$ cat config.mk
export PLATFORM = sky130hd
export DESIGN_NAME = reg_block_collector
export DESIGN_NICKNAME = d
export VERILOG_FILES = /design/src/rtl/reg_block_collector.sv
export SDC_FILE = /design/constraint.sdc
export NUM_CORES = 1
export LEC_CHECK = 0
export ABC_AREA = 1
export BUFFER_PORTS_ARGS = -buffer_cell sky130_fd_sc_hd__buf_2
export CORE_AREA = 2 2 218 220
export CTS_BUF_LIST = sky130_fd_sc_hd__clkbuf_4
export DETAILED_ROUTE_END_ITERATION = 16
export DIE_AREA = 0 0 220 222
export PLACE_DENSITY = 0.74
export SETUP_SLACK_MARGIN = 0.15
export SLEW_MARGIN = 20
export SYNTH_ARGS = -nofsm -noshare
export SYNTH_HDL_FRONTEND = slang
export SYNTH_SLANG_ARGS = --single-unit
$ cat constraint.sdc
create_clock -name CLK -period 1.6 [get_ports CLK]
set_clock_uncertainty 0.2 [all_clocks]
set_input_delay 0.24 -clock CLK [delete_from_list [all_inputs] [get_ports CLK]]
set_output_delay 0.24 -clock CLK [all_outputs]
set_load 0.03 [all_outputs]
$ cat src/rtl/reg_block_collector.sv
// Collects DEPTH words of WIDTH bits into one block register and hands the
// complete block downstream over a valid/ready handshake.
module reg_block_collector #(
  parameter  int WIDTH = 32,
  parameter  int DEPTH = 16,
  localparam int CNT_W = $clog2(DEPTH) + 1
) (
  input  logic                   CLK,
  input  logic                   RST,
  input  logic                   start,
  input  logic [WIDTH-1:0]       data_i,
  input  logic                   clear,
  output logic                   ready_o,
  output logic [WIDTH*DEPTH-1:0] block_o,
  output logic                   block_valid_o,
  input  logic                   block_ready_i,
  output logic [CNT_W-1:0]       word_cnt_o
);

  typedef enum logic [0:0] {
    FILL = 1'b0,
    FULL = 1'b1
  } state_t;

  state_t                 r_state;
  logic [CNT_W-1:0]       r_cnt;
  logic [WIDTH*DEPTH-1:0] r_block;
  logic                   w_last;

  assign w_last = (r_cnt == CNT_W'(DEPTH - 1));

  // Block assembly and handshake; clear beats every other input.
  always_ff @(posedge CLK or negedge RST) begin
    if (!RST) begin
      r_state <= FILL;
      r_cnt   <= '0;
      r_block <= '0;
    end else if (clear) begin
      r_state <= FILL;
      r_cnt   <= '0;
      r_block <= '0;
    end else begin
      case (r_state)
        FILL: begin
          if (start) begin
            // Slot k sits below k earlier words, so word 0 lands in the MSBs.
            for (int s = 0; s < DEPTH; s++) begin
              if (r_cnt == CNT_W'(s)) begin
                r_block[(DEPTH-1-s)*WIDTH +: WIDTH] <= data_i;
              end
            end
            if (w_last) begin
              r_cnt   <= '0;
              r_state <= FULL;
            end else begin
              r_cnt <= r_cnt + CNT_W'(1);
            end
          end
        end
        FULL: begin
          if (block_ready_i) begin
            r_state <= FILL;
          end
        end
        default: begin
          r_state <= FILL;
          r_cnt   <= '0;
        end
      endcase
    end
  end

  assign ready_o       = (r_state == FILL);
  assign block_valid_o = (r_state == FULL);
  assign block_o       = r_block;
  assign word_cnt_o    = r_cnt;

endmodule

==> results of run 1 <==
## Yosys cell counts, types with 3 or more instances
library cell	n	area (µm²)
dfrtp_1	518	12960
nand3_1	481	2407
o21ai_0	451	2257
nand2_1	122	457.9
buf_2	107	535.5
clkbuf_1	79	296.5
nand4_1	35	219.0
o21ai_1	32	160.2
nor2_1	18	67.56
inv_1	11	41.29
nand2_2	6	37.54
ha_1	4	50.05
buf_4	3	22.52
buf_6	3	33.78
## layer usage
| layer | GRT usage | GRT overflow |
|---|---|---|
| met1 | 0.7515 | 0 |
| met2 | 0.8668 | 4 |
| met3 | 0.6779 | 4 |
| met4 | 0.6447 | 1 |
| met5 | 0.3818 | 0 |
## timing repair
item	CTS
resized for setup	1131
setup endpoints to repair	1036
endpoints found under the hold margin	1036
hold buffers	71
setup buffers	187
pin swaps	16
gates cloned	15
## kinds of logic after synthesis
logic type / after synthesis / synth area share
AOI/OAI and AO/OA: 485 / 0.1239
DFF: 518 / 0.6615
and+or+nand+nor: 666 / 0.1642
buffers and inverters: 205 / 0.04783
adders and majority gates: 4 / 0.002554
## metrics by stage
stage	setup slack, ns	instances	hold WS, ns	setup TNS [ns]	cell area [µm²]
floorplan	-0.08968	1878	-0.2556	-34.87	20140
global placement	-0.1344	2991	-0.01806	-31.61	24460
detailed placement	-0.2499	2991	-0.01495	-50.57	24460
CTS	-0.6048	3487	0.008312	-358.88	32270
==> impl_metrics.toml, run 1 <==
[clock_tree]
cts_buffers = 134
clockBufferDepth = 3
ctsRootBufferMaster = "clkbuf_4"
cts.sinks = 518
htreeDepth = 4

[die]
placement_rows = 79
chipWidth_um = 220
initial_core_util = 0.4236
io_pins = 556
die_h_um = 222

[synthesis]
async_flop_share = 1.000
synth_edf_count = 0
yosysWarnings = 0
postSynthAreaPerCell_um2 = 10.43
synth_fp_nets = 1919
synthFlopType = "dfrtp_1"
ys_ff_latch = 518
postSynthCellCount = 1878
yosysSeqAreaShare = 0.6615
synth_area_mm2 = 0.01960
synth_cell_types = 20

[place]
dp_hpwl_um = 48990
numPortBuffers = 555
gp_congestion = 0.8563

[global_route]
grtUsageTotal = 0.7438
overflow = 9
grt_max_degree = 73

[timing]
worstEndpointGrtRepair = "ready_o"
worst-ep-kind = "top-level output"

[status]
error = "[ERROR GRT-0232] Routing congestion too high. Check the congestion heatmap in the GUI."
stop_stage = "5_1_grt"
status = "did not finish"
==> run 2: changes to the inputs <==
CORE_AREA = default   (was 2 2 218 220)
CORE_MARGIN = 2   (was default)
CORE_UTILIZATION = 30   (was default)
CTS_BUF_LIST = default   (was sky130_fd_sc_hd__clkbuf_4)
DIE_AREA = default   (was 0 0 220 222)
PLACE_DENSITY = default   (was 0.74)
PLACE_DENSITY_LB_ADDON = 0.15   (was default)
SETUP_SLACK_MARGIN = default   (was 0.15)
clock period = 2.1 ns   (was 1.6 ns; I/O delays follow)
==> run 2 against run 1 <==
  * The flow now finishes without violations
  * Synthesized cell count stayed put
  * Area after synthesis stayed put
==> impl_metrics.toml, run 2 <==
[place]
dp_hpwl_um = 54010
numPortBuffers = 555
placed_area_mm2 = 0.02403
gp_congestion = 0.8029
pre_cts_ws_ns = 0.2323

[worst_setup_path]
critPathMaxFanout = 64
crit_required_ns = 2.36
endpoint_kind = "flop"
cpPeakStageDelay_ns = 0.44
crit_buf_inv = 2
worst_ep_arrival_time_ns = 2.12
critPathSlowestCell = "dfrtp_1"
crit_family = "simple AND/OR/NAND/NOR gates"
path_class = "flop to flop"
cp-start-kind = "flop"
crit_chain = "inv_1, ha_1, nand2_1, nor2_1, nand2_2, buf_12, nand3_1, o21ai_0"

[global_route]
grt_pass1_wl_um = 115800
grt_max_degree = 65
overflow = 0
top_usage_layer = "met2"
grt_pass1_vias = 16530
met3_usage = 0.06257
grt_util_met2 = 0.3624
antenna_found_initial = 4
grt_util_met1 = 0.3082
grtUsageTotal = 0.2301

[synthesis]
yosys-top-cells-area = "dfrtp_1 66%, nand3_1 12%, o21ai_0 12%"
yosysSeqAreaShare = 0.6615
synthFlopType = "dfrtp_1"
synth_area_mm2 = 0.01960
synth_top_area_cell = "dfrtp_1"
yosys-top-cells-count = "518 x dfrtp_1, 481 x nand3_1, 451 x o21ai_0, 122 x nand2_1, 107 x buf_2"
ys_ff_latch = 518
async_flop_share = 1.000
synth_cell_types = 20
postSynthAreaPerCell_um2 = 10.43
postSynthCellCount = 1878
synth_edf_count = 0
synth.most_common_cell = "dfrtp_1"
synth_fp_nets = 1919
synth_top_area_share = 0.6615
yosysWarnings = 0

[timing]
finalCritPeriodShare = 0.8827
setup_viol = 0
timing.final.ws_setup_ns = 0.2462
min_period_ns = 1.854
rsz0062_at_grt = "false"
slew_violations = 0
tightest_slew_ns = 0.5360
setup_tns_ns = 0
fmax_mhz = 539.4
maxSlewHeadroom = 0.6427
finalHoldViolations = 0

[detailed_routing]
wirelength_um = 78830
via_per_inst = 5.047
antenna_left = 0
num_vias = 16900
drtIter0Drc = 1476
drtPass1Iterations = 5
wire_per_inst_um = 23.54
drc = 0

[clock_tree]
worstSkewPairLatency_ns = 0.60
clkTransAtPathRegs_ns = 0.06
cts_buffers = 57
ctsRootBufferMaster = "clkbuf_16"
cts_setup_buffers = 0
htreeDepth = 2
cts.sinks = 518
clockBufferDepth = 3
ctsResizeCount = 0
ctsHoldBuffers = 36
cts_tree = "yes"

[power]
power_density_mw_per_mm2 = 862.0
ir_drop_uv = 555.9
p_leak_nw = 13.64

[hold_path]
hold_path.class = "input pin to asynchronous set/reset pin"

[die]
die_h_um = 259.6
placement_rows = 93
chipWidth_um = 259.6
io_pins = 556
core_mm2 = 0.06446
initial_core_util = 0.3040
dieArea_mm2 = 0.06738

[cells_and_area]
fin_area_mm2 = 0.02645
multiInputGateArea_mm2 = 0.005723
syn2layout_area_growth_pct = 34.98
largest_register_ffs = 512
register_area_mm2 = 0.01296
final_common_cell = "buf_2"
nets = 2488
antenna_cells = 0
drive_gt1_frac = 0.3152
layout_common_cells = "554 x buf_2, 518 x dfrtp_1, 481 x nand3_1, 451 x o21ai_0, 113 x nand2_1"
fillers = 6365

[run]
maxCapViolations = 0

[status]
status = "finished, final reports clean"
[run 2: routing by layer]
metal | wire, µm | up-vias
met5 | 0 | -
met4 | 2446 | 0
met3 | 6660 | 119
met2 | 36300 | 728
met1 | 33420 | 8334
li1 | - | 7720
[run 2: layout make-up]
type	instances	area share
clock buffers	77	0.06207
clock inverters	29	0.01566
inverters	13	0.002129
multi-input cells	1155	0.2164
flip-flops and latches	518	0.4901
well taps	855	0.04045
repair buffers	702	0.1732
[run 2: power by group]
group / leakage (nW) / internal, mW / switching (mW)
logic: 5.41 / 0.443 / 1.27
registers: 7.21 / 10.1 / 0.0795
clock network: 1.02 / 6.69 / 4.21
total: 13.6 / 17.2 / 5.56
[run 2: cells by family (layout without fill, tap and decap cells)]
family          Yosys count  after routing  synth area share
compound gates          485            485            0.1239
fa+ha+maj                 4              4          0.002554
buf+inv                 205            821           0.04783
flops                   518            518            0.6615
simple gates            666            666            0.1642
[run 2: worst paths after layout]
| kind | depth (start not counted) | slack (ns) | end | from |
|---|---|---|---|---|
| min reg2reg | 2 | 0.28 | block_o[27]$_DFFE_PN0P_ | block_o[27]$_DFFE_PN0P_ |
| min in group CLK | 2 | 0.28 | block_o[27]$_DFFE_PN0P_ | block_o[27]$_DFFE_PN0P_ |
| min | 2 | 0.05 | block_o[499]$_DFFE_PN0P_ | RST |
| max | 8 | 0.25 | block_o[44]$_DFFE_PN0P_ | word_cnt_o[0]$_DFFE_PN0P_ |
| max reg2reg | 8 | 0.25 | block_o[44]$_DFFE_PN0P_ | word_cnt_o[0]$_DFFE_PN0P_ |
| max in group asynchronous | 3 | 0.90 | block_o[83]$_DFFE_PN0P_ | RST |
[run 2: stage by stage]
stage,power (mW),util,hold slack (ns),cells
2_1_floorplan,11.06,-,-0.1806,1878
3_3_place_gp,12.04,0.3728,0.1092,3207
3_5_place_dp,12.05,0.3728,0.1039,3207
4_1_cts,23.07,0.4103,0.05207,3349
5_1_grt,23.64,0.4103,0.07907,3349
6_report,22.80,0.4103,0.05457,3349
(Power assumes the default switching activity.)
==> run 3: changes to the inputs <==
CORE_AREA = 2 2 216 218   (was default)
CORE_MARGIN = default   (was 2)
CORE_UTILIZATION = default   (was 30)
DIE_AREA = 0 0 218 220   (was default)
==> run 3 against run 2 <==
  * Non-clock buffer count decreased by 17
  * Global-route usage rose by 6.7 points
  * Worst setup slack lost 0.10 ns
  * Sequential share of layout area increased by 1.7 points
  * Cell count fell by 8.2%
  * Combinational power is 6% lower
  * Largest power group is now sequential cells
  * Highest routed layer is now met5
==> impl_metrics.toml, run 3 (same netlist as run 2, synthesis figures left out) <==
[status]
status = "finished, final reports clean"

[die]
core_mm2 = 0.04586
die_h_um = 220
initial_core_util = 0.4272
dieArea_mm2 = 0.04796
placement_rows = 79
chipWidth_um = 218
io_pins = 556

[hold_path]
hold_path.class = "flop to flop"
min_from = "block_o[15]$_DFFE_PN0P_"
min_path_cells = 2
whs_endpoint = "block_o[15]$_DFFE_PN0P_"

[place]
numPortBuffers = 555
pre_cts_ws_ns = 0.1334
gp_congestion = 0.8773
dp.cells = 2940
dp_hpwl_um = 48300

[global_route]
overflow = 0
antenna_found_initial = 3
grt_pass1_vias = 16280
grtUsageTotal = 0.2968
grt_max_degree = 84
grt_pass1_wl_um = 106500

[clock_tree]
cts_setup_buffers = 0
clockBufferDepth = 3
clkTransAtPathRegs_ns = 0.06
cts_tree = "yes"
htreeDepth = 2
worstSkewPairLatency_ns = 0.60
cts.sinks = 518
ctsRootBufferMaster = "clkbuf_16"
cts_buffers = 54

[detailed_routing]
drtIter0Drc = 2005
wl_met2_um = 32740
maxUsedRoutingLayer = "met5"
antenna_left = 0
route.layer.met1.wl_um = 30250
drtPass1Iterations = 5
wirelength_um = 72450
via_per_inst = 5.630
num_vias = 17320
wire_per_inst_um = 23.55
drc = 0
wl_met3_um = 6850

[power]
power_density_mw_per_mm2 = 844.3
p_leak_nw = 13.35
ir_drop_uv = 534.7

[timing]
rsz0062_at_grt = "false"
setup_viol = 0
finalHoldViolations = 0
setup_tns_ns = 0
tightest_slew_ns = 0.7649
fmax_mhz = 511.0
timing.final.ws_setup_ns = 0.1429
slew_violations = 0
finalCritPeriodShare = 0.9319
maxSlewHeadroom = 0.4888
min_period_ns = 1.957

[run]
maxCapViolations = 0

[cells_and_area]
stdcell_count = 3076
final_common_cell = "buf_2"
largest_register_ffs = 512
syn2layout_area_growth_pct = 30.56
drive_gt1_frac = 0.3054
nets = 2468
layout_common_cells = "554 x buf_2, 518 x dfrtp_1, 481 x nand3_1, 451 x o21ai_0, 113 x nand2_1"

[worst_setup_path]
r2r_setup_slack_ns = 0.14
r2r.worst_path.cells = 8
worst_ep_arrival_time_ns = 2.25
critPathMaxFanout = 64
endpoint_kind = "flop"
crit_required_ns = 2.39
cp-start-kind = "flop"
path_class = "flop to flop"
timing.rr.start = "word_cnt_o[0]$_DFFE_PN0P_"
rr_endpoint = "block_o[37]$_DFFE_PN0P_"
run 3: changes by cell type in the layout (fill, tap and decap cells not counted), moves of 3 or more:
cell       change
buf_12        -17
clkinv_2       -7
bufinv_16      -6
clkbuf_8       +4
buf_4          -3
clkbuf_1       +3
clkbuf_16      -3
diode_2        +3
run 3: worst max-delay path by stage:
| stage | startpoint | endpoint | depth (start not counted) | slack, ns |
|---|---|---|---|---|
| 3_3_place_gp | clear | block_o[464]$_DFFE_PN0P_ | 5 | 0.21 |
| 2_1_floorplan | word_cnt_o[0]$_DFFE_PN0P_ | block_o[434]$_DFFE_PN0P_ | 7 | 0.21 |
| 5_1_grt | word_cnt_o[0]$_DFFE_PN0P_ | block_o[37]$_DFFE_PN0P_ | 8 | 0.01 |
| 6_report | word_cnt_o[0]$_DFFE_PN0P_ | block_o[37]$_DFFE_PN0P_ | 8 | 0.14 |
| 4_1_cts | word_cnt_o[0]$_DFFE_PN0P_ | block_o[37]$_DFFE_PN0P_ | 8 | 0.19 |
| 3_5_place_dp | clear | block_o[336]$_DFFE_PN0P_ | 5 | 0.13 |
run 3: cell type report:
type	instances	area [µm²]
Fill cell	4103	20280
Sequential cell	518	12960
Multi-Input combinational cell	1155	5723
Timing Repair Buffer	685	4250
Clock buffer	81	1633
Tap cell	607	759.5
Clock inverter	14	191.4
Inverter	13	56.30
Antenna cell	3	7.507
run 3: stage by stage:
step | utilization | cell area [µm²] | total power [mW] | hold WS, ns
2_1_floorplan | - | 19600 | 11.06 | -0.1806
5_1_grt | 0.5576 | 25580 | 22.28 | 0.2945
6_report | 0.5578 | 25580 | 21.60 | 0.2759
3_3_place_gp | 0.5095 | 23370 | 11.89 | 0.05160
3_5_place_dp | 0.5095 | 23370 | 11.91 | 0.04872
4_1_cts | 0.5576 | 25570 | 21.73 | 0.2771
run 3: where the power goes:
part	internal [mW]	leakage (nW)	switching (mW)
clock network	5.83	0.902	3.97
registers	10.1	7.21	0.0846
logic	0.382	5.24	1.23
total	16.3	13.4	5.29
run 3: layer usage:
layer / track usage / vias up
li1: - / 7677
met1: 0.4087 / 8629
met2: 0.4473 / 870
met3: 0.08019 / 139
met4: 0.1188 / 2
met5: 0 / -
run 3: critical path: stages (launching register included):
cell     delay, ns
dfrtp_1       0.44
inv_1         0.13
ha_1          0.22
nand2_1       0.15
nor2_1        0.07
nand2_2       0.09
buf_12        0.26
nand3_1       0.13
o21ai_0       0.13
run 3: repair_timing:
item                       CTS  global route
hold endpoints to repair   564             0
setup endpoints to repair    0            10
hold buffers                38             0
resized for setup            0             1
==> run 4: changes to the inputs <==
PLACE_DENSITY = 0.8   (was default)
PLACE_DENSITY_LB_ADDON = default   (was 0.15)
==> run 4 against run 3 <==
  * Cell count increased by 0.42%
  * Die area stayed put
  * Sequential share of layout area decreased by 0.18 points
  * Worst setup slack worse by 0.038 ns
  * Routed wire length down 0.64%
  * Register-to-register slack hardly changed
  * Core utilization grew 0.19 points
  * Via count up 5.2%
  * Largest power group unchanged
==> impl_metrics.toml, run 4 (same netlist as run 2, synthesis figures left out) <==
[die]
placement_rows = 79
dieArea_mm2 = 0.04796
io_pins = 556
initial_core_util = 0.4272
die_h_um = 220
core_mm2 = 0.04586
chipWidth_um = 218

[run]
maxCapViolations = 0

[cells_and_area]
largest_register_ffs = 512
stdcell_count = 3089
nets = 2478
layout_common_cells = "554 x buf_2, 518 x dfrtp_1, 481 x nand3_1, 450 x o21ai_0, 113 x nand2_1"
drive_gt1_frac = 0.3067
fin_area_mm2 = 0.02567
final_common_cell = "buf_2"
syn2layout_area_growth_pct = 31.01

[timing]
whs_ns = 0.1066
setup_viol = 0
min_period_ns = 1.996
maxSlewHeadroom = 0.4975
tightest_slew_ns = 0.7520
finalCritPeriodShare = 0.9503
slew_violations = 0
setup_tns_ns = 0
fmax_mhz = 501.1
finalHoldViolations = 0
rsz0062_at_grt = "false"

[power]
p_leak_nw = 13.39
ir_drop_uv = 615.3
p_total_mw = 21.17
power_density_mw_per_mm2 = 824.5

[place]
dp_hpwl_um = 47010
gp_congestion = 0.8539
placed_area_mm2 = 0.02360
numPortBuffers = 555
dp.cells = 2954

[global_route]
overflow = 0
grt_pass1_vias = 17300
grt_max_degree = 66
grt_pass1_wl_um = 106200
grtUsageTotal = 0.2918
antenna_found_initial = 4

[detailed_routing]
drtPass1Iterations = 6
drtIter0Drc = 2617
antenna_left = 0
drc = 0
via_per_inst = 5.897
num_vias = 18220
wire_per_inst_um = 23.30
wirelength_um = 71990

[clock_tree]
ctsRootBufferMaster = "clkbuf_16"
worstSkewPairLatency_ns = 0.59
cts_buffers = 52
htreeDepth = 2
cts.sinks = 518
clkTransAtPathRegs_ns = 0.06
clockBufferDepth = 3
cts_tree = "yes"
cts_setup_buffers = 0

[worst_setup_path]
crit_required_ns = 2.38
r2r_setup_slack_ns = 0.14
crit_buf_inv = 5
path_class = "input pin to flop"
cp-start-kind = "input pin"
worst_ep_arrival_time_ns = 2.27
rr_endpoint = "block_o[175]$_DFFE_PN0P_"
crit_family = "buffers and inverters"
endpoint_kind = "flop"
r2r.worst_path.cells = 8
cpPeakStageDelay_ns = 0.54
crit_chain = "dlygate4sd3_1, buf_2, inv_8, buf_12, buf_4, nand3_1, o21ai_0"
critPathSlowestCell = "dlygate4sd3_1"
critPathMaxFanout = 60
timing.rr.start = "word_cnt_o[0]$_DFFE_PN0P_"

[status]
status = "finished, final reports clean"

[hold_path]
hold_path.class = "input pin to asynchronous set/reset pin"
## run 4: layout make-up
class	count	area (µm²)
fillers	3727	20190
inverters	13	56.30
clock inverters	13	138.9
multi-input cells	1155	5723
well taps	607	759.5
flip-flops and latches	518	12960
diodes	4	10.01
repair buffers	697	4457
clock buffers	82	1565
## run 4: per-layer routing
metal	part of all wire	wire length, µm	global-route usage	vias up
li1	-	-	-	7702
met5	0	0	0	-
met4	0.051	3644	0.1592	0
met1	0.38	27330	0.3901	8864
met2	0.45	32310	0.4366	1398
met3	0.12	8707	0.07467	251
## run 4: report_power, final
part	total, mW	internal (mW)	switching, mW	leakage [nW]
logic	1.65	0.415	1.24	5.35
registers	10.2	10.1	0.0801	7.21
clock network	9.33	5.37	3.97	0.837
## run 4: worst max-delay path by stage
stage | start | end | slack [ns] | cells past startpoint
3_3_place_gp | word_cnt_o[0]$_DFFE_PN0P_ | block_o[182]$_DFFE_PN0P_ | 0.25 | 8
5_1_grt | word_cnt_o[0]$_DFFE_PN0P_ | block_o[182]$_DFFE_PN0P_ | 0.006 | 8
2_1_floorplan | word_cnt_o[0]$_DFFE_PN0P_ | block_o[434]$_DFFE_PN0P_ | 0.21 | 7
4_1_cts | word_cnt_o[0]$_DFFE_PN0P_ | block_o[175]$_DFFE_PN0P_ | 0.17 | 8
6_report | clear | block_o[349]$_DFFE_PN0P_ | 0.10 | 7
3_5_place_dp | word_cnt_o[0]$_DFFE_PN0P_ | block_o[175]$_DFFE_PN0P_ | 0.18 | 8
## run 4: metrics by stage
step / util / setup WS (ns)
2_1_floorplan: - / 0.2097
3_3_place_gp: 0.5145 / 0.2468
3_5_place_dp: 0.5145 / 0.1845
4_1_cts: 0.5595 / 0.1706
5_1_grt: 0.5596 / 0.005992
6_report: 0.5597 / 0.1045
## run 4: timing repair
action	4_1_cts	5_1_grt
endpoints found under the setup margin	0	1
hold buffers	36	0
hold endpoints to repair	552	0
gates resized for setup	0	1
